[src/rtl/lc3_decode_pkg.sv]
// Shared opcode values, control-field encodings and the queued entry layout
// for the LC3 decode queue.
package lc3_decode_pkg;

  localparam logic [3:0] OP_BR  = 4'b0000;
  localparam logic [3:0] OP_ADD = 4'b0001;
  localparam logic [3:0] OP_LD  = 4'b0010;
  localparam logic [3:0] OP_ST  = 4'b0011;
  localparam logic [3:0] OP_AND = 4'b0101;
  localparam logic [3:0] OP_LDR = 4'b0110;
  localparam logic [3:0] OP_STR = 4'b0111;
  localparam logic [3:0] OP_NOT = 4'b1001;
  localparam logic [3:0] OP_LDI = 4'b1010;
  localparam logic [3:0] OP_STI = 4'b1011;
  localparam logic [3:0] OP_JMP = 4'b1100;
  localparam logic [3:0] OP_LEA = 4'b1110;

  localparam logic [1:0] ALU_ADD = 2'b00;
  localparam logic [1:0] ALU_AND = 2'b01;
  localparam logic [1:0] ALU_NOT = 2'b10;

  localparam logic [1:0] PC1_NONE  = 2'b00;
  localparam logic [1:0] PC1_PCOFF = 2'b01;
  localparam logic [1:0] PC1_BASE  = 2'b10;
  localparam logic [1:0] PC1_JMP   = 2'b11;

  localparam logic [1:0] WB_ALU = 2'b00;
  localparam logic [1:0] WB_MEM = 2'b01;
  localparam logic [1:0] WB_PC  = 2'b10;

  typedef struct packed {
    logic [15:0] ir;
    logic [5:0]  e_ctrl;
    logic [1:0]  w_ctrl;
    logic        mem_ctrl;
  } decode_entry_t;

  // E_Control bit order is {alu[1:0], pcselect1[1:0], pcselect2, op2select}.
  function automatic logic [5:0] pack_e_ctrl(logic [1:0] alu, logic [1:0] pc1,
                                             logic pc2, logic op2);
    return {alu, pc1, pc2, op2};
  endfunction

endpackage

[src/rtl/lc3_decode_queue_if.sv]
// Fetch-side and execute-side handshake bundle of the decode queue.
interface lc3_decode_queue_if #(parameter int ADDR_W = 16);
  logic              in_valid;
  logic              in_ready;
  logic [15:0]       instr_in;
  logic [ADDR_W-1:0] npc_in;
  logic              out_valid;
  logic              out_ready;
  logic [15:0]       IR;
  logic [ADDR_W-1:0] npc_out;
  logic [5:0]        E_Control;
  logic [1:0]        W_Control;
  logic              Mem_Control;

  modport master (
    output in_valid, instr_in, npc_in, out_ready,
    input  in_ready, out_valid, IR, npc_out, E_Control, W_Control, Mem_Control
  );

  modport slave (
    input  in_valid, instr_in, npc_in, out_ready,
    output in_ready, out_valid, IR, npc_out, E_Control, W_Control, Mem_Control
  );
endinterface

[src/rtl/lc3_decode_logic.sv]
// Combinational LC3 instruction decoder feeding the queue write port.
module lc3_decode_logic
  import lc3_decode_pkg::*;
(
  input  logic [15:0] instr,
  output logic [5:0]  e_ctrl,
  output logic [1:0]  w_ctrl,
  output logic        mem_ctrl,
  output logic        is_illegal
);

  logic [1:0] alu;
  logic [1:0] pc1;
  logic       pc2;
  logic       op2;

  always_comb begin
    // NOTE: every output gets a default first so no path can infer a latch.
    alu        = ALU_ADD;
    pc1        = PC1_NONE;
    pc2        = 1'b0;
    op2        = 1'b0;
    w_ctrl     = WB_ALU;
    mem_ctrl   = 1'b0;
    is_illegal = 1'b0;
    case (instr[15:12])
      OP_ADD: begin alu = ALU_ADD; op2 = ~instr[5]; end
      OP_AND: begin alu = ALU_AND; op2 = ~instr[5]; end
      OP_NOT: alu = ALU_NOT;
      OP_BR, OP_ST: begin pc1 = PC1_PCOFF; pc2 = 1'b1; end
      OP_LD:  begin pc1 = PC1_PCOFF; pc2 = 1'b1; w_ctrl = WB_MEM; end
      OP_LDI: begin pc1 = PC1_PCOFF; pc2 = 1'b1; w_ctrl = WB_MEM; mem_ctrl = 1'b1; end
      OP_STI: begin pc1 = PC1_PCOFF; pc2 = 1'b1; mem_ctrl = 1'b1; end
      OP_LEA: begin pc1 = PC1_PCOFF; pc2 = 1'b1; w_ctrl = WB_PC; end
      OP_LDR: begin pc1 = PC1_BASE; w_ctrl = WB_MEM; end
      OP_STR: pc1 = PC1_BASE;
      OP_JMP: pc1 = PC1_JMP;
      default: is_illegal = 1'b1;  // 0100, 1000, 1101, 1111
    endcase
  end

  assign e_ctrl = pack_e_ctrl(alu, pc1, pc2, op2);

endmodule

[src/rtl/lc3_decode_queue.sv]
// LC3 decode stage with a DEPTH-entry output FIFO, flush and illegal-opcode
// filtering/counting between fetch and execute.
module lc3_decode_queue
  import lc3_decode_pkg::*;
#(
  parameter int ADDR_W    = 16,
  parameter int DEPTH     = 2,
  parameter int ILL_CNT_W = 8
) (
  input  logic                         clock,
  input  logic                         reset,
  input  logic                         enable_decode,
  input  logic                         flush,
  lc3_decode_queue_if.slave            bus,
  output logic [$clog2(DEPTH+1)-1:0]   count,
  output logic                         illegal,
  output logic [ILL_CNT_W-1:0]         illegal_count
);

  localparam int CNT_W = $clog2(DEPTH + 1);
  localparam int PTR_W = (DEPTH > 1) ? $clog2(DEPTH) : 1;

  decode_entry_t     entry_mem [DEPTH];
  logic [ADDR_W-1:0] npc_mem   [DEPTH];
  logic [PTR_W-1:0]  wr_ptr, rd_ptr;

  logic [5:0] dec_e;
  logic [1:0] dec_w;
  logic       dec_m;
  logic       dec_ill;
  logic       pop, accept, push, drop;

  lc3_decode_logic u_decode (
    .instr      (bus.instr_in),
    .e_ctrl     (dec_e),
    .w_ctrl     (dec_w),
    .mem_ctrl   (dec_m),
    .is_illegal (dec_ill)
  );

  assign pop          = bus.out_valid & bus.out_ready;
  assign bus.out_valid = (count != '0);
  // A pop this cycle frees the tail slot, so a full queue can still accept.
  assign bus.in_ready = enable_decode & ~flush & ((count < CNT_W'(DEPTH)) | pop);
  assign accept       = bus.in_valid & bus.in_ready;
  assign push         = accept & ~dec_ill;
  assign drop         = accept & dec_ill;

  function automatic logic [PTR_W-1:0] next_ptr(logic [PTR_W-1:0] p);
    return (p == PTR_W'(DEPTH - 1)) ? '0 : p + 1'b1;
  endfunction

  always_ff @(posedge clock) begin
    if (reset) begin
      wr_ptr        <= '0;
      rd_ptr        <= '0;
      count         <= '0;
      illegal       <= 1'b0;
      illegal_count <= '0;
    end else begin
      // NOTE: sequential state uses non-blocking assignments only.
      illegal <= drop;
      if (drop && illegal_count != '1) illegal_count <= illegal_count + 1'b1;
      if (flush) begin
        wr_ptr <= '0;
        rd_ptr <= '0;
        count  <= '0;
      end else begin
        if (push) wr_ptr <= next_ptr(wr_ptr);
        if (pop)  rd_ptr <= next_ptr(rd_ptr);
        case ({push, pop})
          2'b10:   count <= count + 1'b1;
          2'b01:   count <= count - 1'b1;
          default: count <= count;
        endcase
      end
    end
  end

  // NOTE: storage is not reset; out_valid gates every field read from it.
  always_ff @(posedge clock) begin
    if (push) begin
      entry_mem[wr_ptr] <= '{ir: bus.instr_in, e_ctrl: dec_e, w_ctrl: dec_w, mem_ctrl: dec_m};
      npc_mem[wr_ptr]   <= bus.npc_in;
    end
  end

  decode_entry_t head;
  assign head            = entry_mem[rd_ptr];
  assign bus.IR          = bus.out_valid ? head.ir       : '0;
  assign bus.E_Control   = bus.out_valid ? head.e_ctrl   : '0;
  assign bus.W_Control   = bus.out_valid ? head.w_ctrl   : '0;
  assign bus.Mem_Control = bus.out_valid ? head.mem_ctrl : 1'b0;
  assign bus.npc_out     = bus.out_valid ? npc_mem[rd_ptr] : '0;

endmodule
[src/flat_wrapper.sv]
// flat-port wrapper written by rule: the top's interface ports become plain ports
module lc3_decode_queue_flat import lc3_decode_pkg::*;
#(
  parameter int ADDR_W    = 16,
  parameter int DEPTH     = 2,
  parameter int ILL_CNT_W = 8
)
  (clock, reset, enable_decode, flush, count, illegal, illegal_count, bus_in_valid, bus_instr_in, bus_npc_in, bus_out_ready, bus_in_ready, bus_out_valid, bus_IR, bus_npc_out, bus_E_Control, bus_W_Control, bus_Mem_Control);
  lc3_decode_queue_if #(.ADDR_W(ADDR_W)) bus_i ();
  input  logic clock;
  input  logic reset;
  input  logic enable_decode;
  input  logic flush;
  output logic [$clog2(DEPTH+1)-1:0] count;
  output logic illegal;
  output logic [ILL_CNT_W-1:0] illegal_count;
  input wire logic [$bits(bus_i.in_valid)-1:0] bus_in_valid;
  input wire logic [$bits(bus_i.instr_in)-1:0] bus_instr_in;
  input wire logic [$bits(bus_i.npc_in)-1:0] bus_npc_in;
  input wire logic [$bits(bus_i.out_ready)-1:0] bus_out_ready;
  output wire logic [$bits(bus_i.in_ready)-1:0] bus_in_ready;
  output wire logic [$bits(bus_i.out_valid)-1:0] bus_out_valid;
  output wire logic [$bits(bus_i.IR)-1:0] bus_IR;
  output wire logic [$bits(bus_i.npc_out)-1:0] bus_npc_out;
  output wire logic [$bits(bus_i.E_Control)-1:0] bus_E_Control;
  output wire logic [$bits(bus_i.W_Control)-1:0] bus_W_Control;
  output wire logic [$bits(bus_i.Mem_Control)-1:0] bus_Mem_Control;
  assign bus_i.in_valid = bus_in_valid;
  assign bus_i.instr_in = bus_instr_in;
  assign bus_i.npc_in = bus_npc_in;
  assign bus_i.out_ready = bus_out_ready;
  assign bus_in_ready = bus_i.in_ready;
  assign bus_out_valid = bus_i.out_valid;
  assign bus_IR = bus_i.IR;
  assign bus_npc_out = bus_i.npc_out;
  assign bus_E_Control = bus_i.E_Control;
  assign bus_W_Control = bus_i.W_Control;
  assign bus_Mem_Control = bus_i.Mem_Control;
  lc3_decode_queue #(.ADDR_W(ADDR_W), .DEPTH(DEPTH), .ILL_CNT_W(ILL_CNT_W)) u_core (.clock(clock), .reset(reset), .enable_decode(enable_decode), .flush(flush), .bus(bus_i), .count(count), .illegal(illegal), .illegal_count(illegal_count));
endmodule
[config.mk]
export PLATFORM = sky130hd
export DESIGN_NAME = lc3_decode_queue_flat
export DESIGN_NICKNAME = d
export VERILOG_FILES = /design/src/rtl/lc3_decode_pkg.sv /design/src/rtl/lc3_decode_queue_if.sv /design/src/rtl/lc3_decode_logic.sv /design/src/rtl/lc3_decode_queue.sv /design/src/flat_wrapper.sv
export SDC_FILE = /design/constraint.sdc
export NUM_CORES = 1
export LEC_CHECK = 0
export CAP_MARGIN = 25
export CORE_MARGIN = 3
export CORE_UTILIZATION = 45
export DETAILED_ROUTE_END_ITERATION = 8
export PLACE_DENSITY = 0.76
export SLEW_MARGIN = 20
export SYNTH_ARGS = -nofsm -noshare
export SYNTH_HDL_FRONTEND = slang
export SYNTH_SLANG_ARGS = --single-unit
[constraint.sdc]
create_clock -name clock -period 2.97 [get_ports clock]
set_input_delay 0.891 -clock clock [delete_from_list [all_inputs] [get_ports clock]]
set_output_delay 0.891 -clock clock [all_outputs]
set_load 0.01 [all_outputs]
==> results.json <==
{
  "status": "finished clean",
  "final_cell_mix": "clkdlybuf4s50_1, edfxtp_1, nor2_1",
  "post_cts_buffers": 0,
  "cp_max_fo": 2,
  "track_usage_pct": 16.7,
  "grt_antenna_before_repair": 0,
  "drv_cap": 0,
  "syn-num-nets": 317,
  "synthTopCellsByArea": "edfxtp_1, mux2i_1, dfxtp_1, nor2_1, nor3_1",
  "place.detailed.hpwl_um": 5210,
  "syn-cell-area_um2": 3950,
  "fill_cells": 640,
  "seq_area_um2": 2740,
  "regToRegStartpoint": "u_core.count[1]$_SDFFE_PP0P_",
  "fp.dieW_um": 99.7,
  "met2_length_um": 3860,
  "cts_tree": "done",
  "async_reset_ff_share_pct": 0,
  "dominantRegCellSynth": "edfxtp_1",
  "worstPathArrival_ns": 1.97,
  "topRoutingLayerUsed": "met4",
  "syn2layout_area_growth_pct": 34.3,
  "yosys_register_bits": 96,
  "ys_seq_area_share_pct": 69.4,
  "grt_pass1_wl_um": 12900,
  "setup_viol": 0,
  "root_buffer": "clkbuf_8",
  "setup_tns_ns": 0,
  "vias": 2560,
  "die-area_um2": 9940,
  "synth_area_leader_cell": "edfxtp_1",
  "cp-start-kind": "primary input",
  "grt_max_degree": 32,
  "num_rows": 33,
  "wl_met1_um": 3580,
  "pwr_density_cell_nw_per_um2": 449,
  "fin_crit_ns": 2.86,
  "multi_input_area_um2": 1150,
  "firstDrtPassIters": 4,
  "skew_ns": 0.00714,
  "die_h_um": 99.7,
  "grt_overflow_total": 0,
  "rsz0062_at_grt": "yes",
  "required_ns": 2.08,
  "hold_start": "u_core.wr_ptr$_SDFFE_PP0P_",
  "drt_iter0_drc": 73,
  "syn_avg_cell_area_um2": 14.3,
  "critPathCaptureType": "output pin",
  "ios": 92,
  "vias_per_cell": 5.18,
  "drt_drc_violations_left": 0,
  "yosys.area.top_type_share_pct": 62.3,
  "cts_buffers": 9,
  "critPathKind": "in -> out",
  "hold_slack_ns": 0.502,
  "ant_nets": 0,
  "final_nets": 424,
  "drive_above_1_share_pct": 9.77,
  "ir_drop_v": 0.000263,
  "final_max_slew_viol_count": 0,
  "core_area_um2": 8380,
  "worst_pin_slew_ns": 0.575,
  "cts.sinks": 96,
  "worstSkewPairLatency_ns": 0.35,
  "synth_cell_types": 42,
  "wire_per_inst_um": 16.1,
  "fmax_mhz": 350,
  "n_antenna_cell": 0,
  "fin_crit_sh_pct": 96.2,
  "grt_pass1_vias": 2612,
  "yosys_warnings": 0,
  "wl_um": 7970,
  "ctsHoldBuffers": 0,
  "wl_met3_um": 478,
  "total_power_mw": 2.38,
  "crit_start": "bus_out_ready",
  "h-tree-depth": 3,
  "port_buffers": 91,
  "place.gp.congestion": 0.823,
  "slew_headroom_pct": 61.5,
  "layout_commonest_cell": "clkdlybuf4s50_1",
  "holdCritPathClass": "reg -> reg",
  "synthCells": 277,
  "initial_core_util_pct": 47.1,
  "synth_edf_count": 82,
  "p_leak_nw": 1.70,
  "hold_viol_final": 0,
  "cts_buffer_depth": 2,
  "clkTransAtPathRegs_ns": 0.08
}
[routing by layer]
| metal | vias up | track usage (%) |
|---|---|---|
| met5 | - | 0 |
| met4 | 0 | 5.36 |
| met3 | 5 | 3.30 |
| met2 | 79 | 28.0 |
| met1 | 1221 | 21.9 |
| li1 | 1255 | - |
[critical path, cell delays in order]
cell	delay, ns
clkdlybuf4s50_1	0.42
nand2b_1	0.17
and3b_1	0.21
dlygate4sd2_1	0.28
[logic make-up (layout without fill, tap and decap cells)]
family,after synthesis,count (layout),synth area share (%)
adder cells (fa/ha/maj),2,2,0.633
AO/OA/AOI/OAI,18,18,3.29
AND/OR/NAND/NOR,93,95,11.8
multiplexers,45,45,11.5
buffers and inverters,18,128,2.12
XOR/XNOR,5,5,1.30
flip-flops,96,96,69.4
[timing repair]
action                     in CTS  in global routing
gates resized for setup         2                  1
cloned                          1                  1
setup endpoints to repair      43                  9
hold endpoints to repair        0                  0
pin swaps                       0                  1
[power breakdown]
part           total, mW  switching [mW]  leakage, nW  internal (mW)
combinational      0.176          0.0799        0.763         0.0960
clock              0.720           0.425       0.0754          0.294
sequential          1.48         0.00599        0.862           1.48
total               2.38           0.511         1.70           1.87
[Yosys cell counts, drive strengths merged (4+ instances only)]
library cell	number
edfxtp	82
nor2	47
nor3	6
dfxtp	14
nor2b	4
inv	5
xnor2	4
clkbuf	7
mux2i	43
buf	6
nand2	8
[registers in the layout, summed over array words and instances (netlist names), named ones only]
name,count
u_core.rd_ptr,1
u_core.illegal,1
u_core.npc_mem,32
u_core.illegal_count,8
u_core.entry_mem,50
u_core.count,2
u_core.wr_ptr,1
[stage by stage]
stage	area, µm²	cells	util, %	setup WS, ns
global route	5300	494	63.3	-0.0310
detailed placement	5120	476	61.1	-0.117
finish	5300	494	63.3	0.112
global placement	5120	476	61.1	-0.0742
CTS	5290	493	63.1	0.0441
floorplan	3950	277	-	0.00548
[area by class of cell]
cell class | instances | share of cell area, %
clock buffers | 9 | 2.34
repair buffers | 107 | 20.6
multi-input cells | 165 | 21.8
clock inverters | 7 | 0.731
flip-flops and latches | 96 | 51.7
inverters | 5 | 0.354
well taps | 105 | 2.48
[path summary, 6_finish.rpt]
| kind | to | slack, ns | cells after the start |
|---|---|---|---|
| worst min-delay path | u_core.wr_ptr$_SDFFE_PP0P_ | 0.50 | 2 |
| worst min register to register | u_core.wr_ptr$_SDFFE_PP0P_ | 0.50 | 2 |
| worst max register to register | u_core.count[1]$_SDFFE_PP0P_ | 0.93 | 8 |
| worst max-delay path | bus_in_ready | 0.11 | 4 |
(Power assumes the default switching activity.)
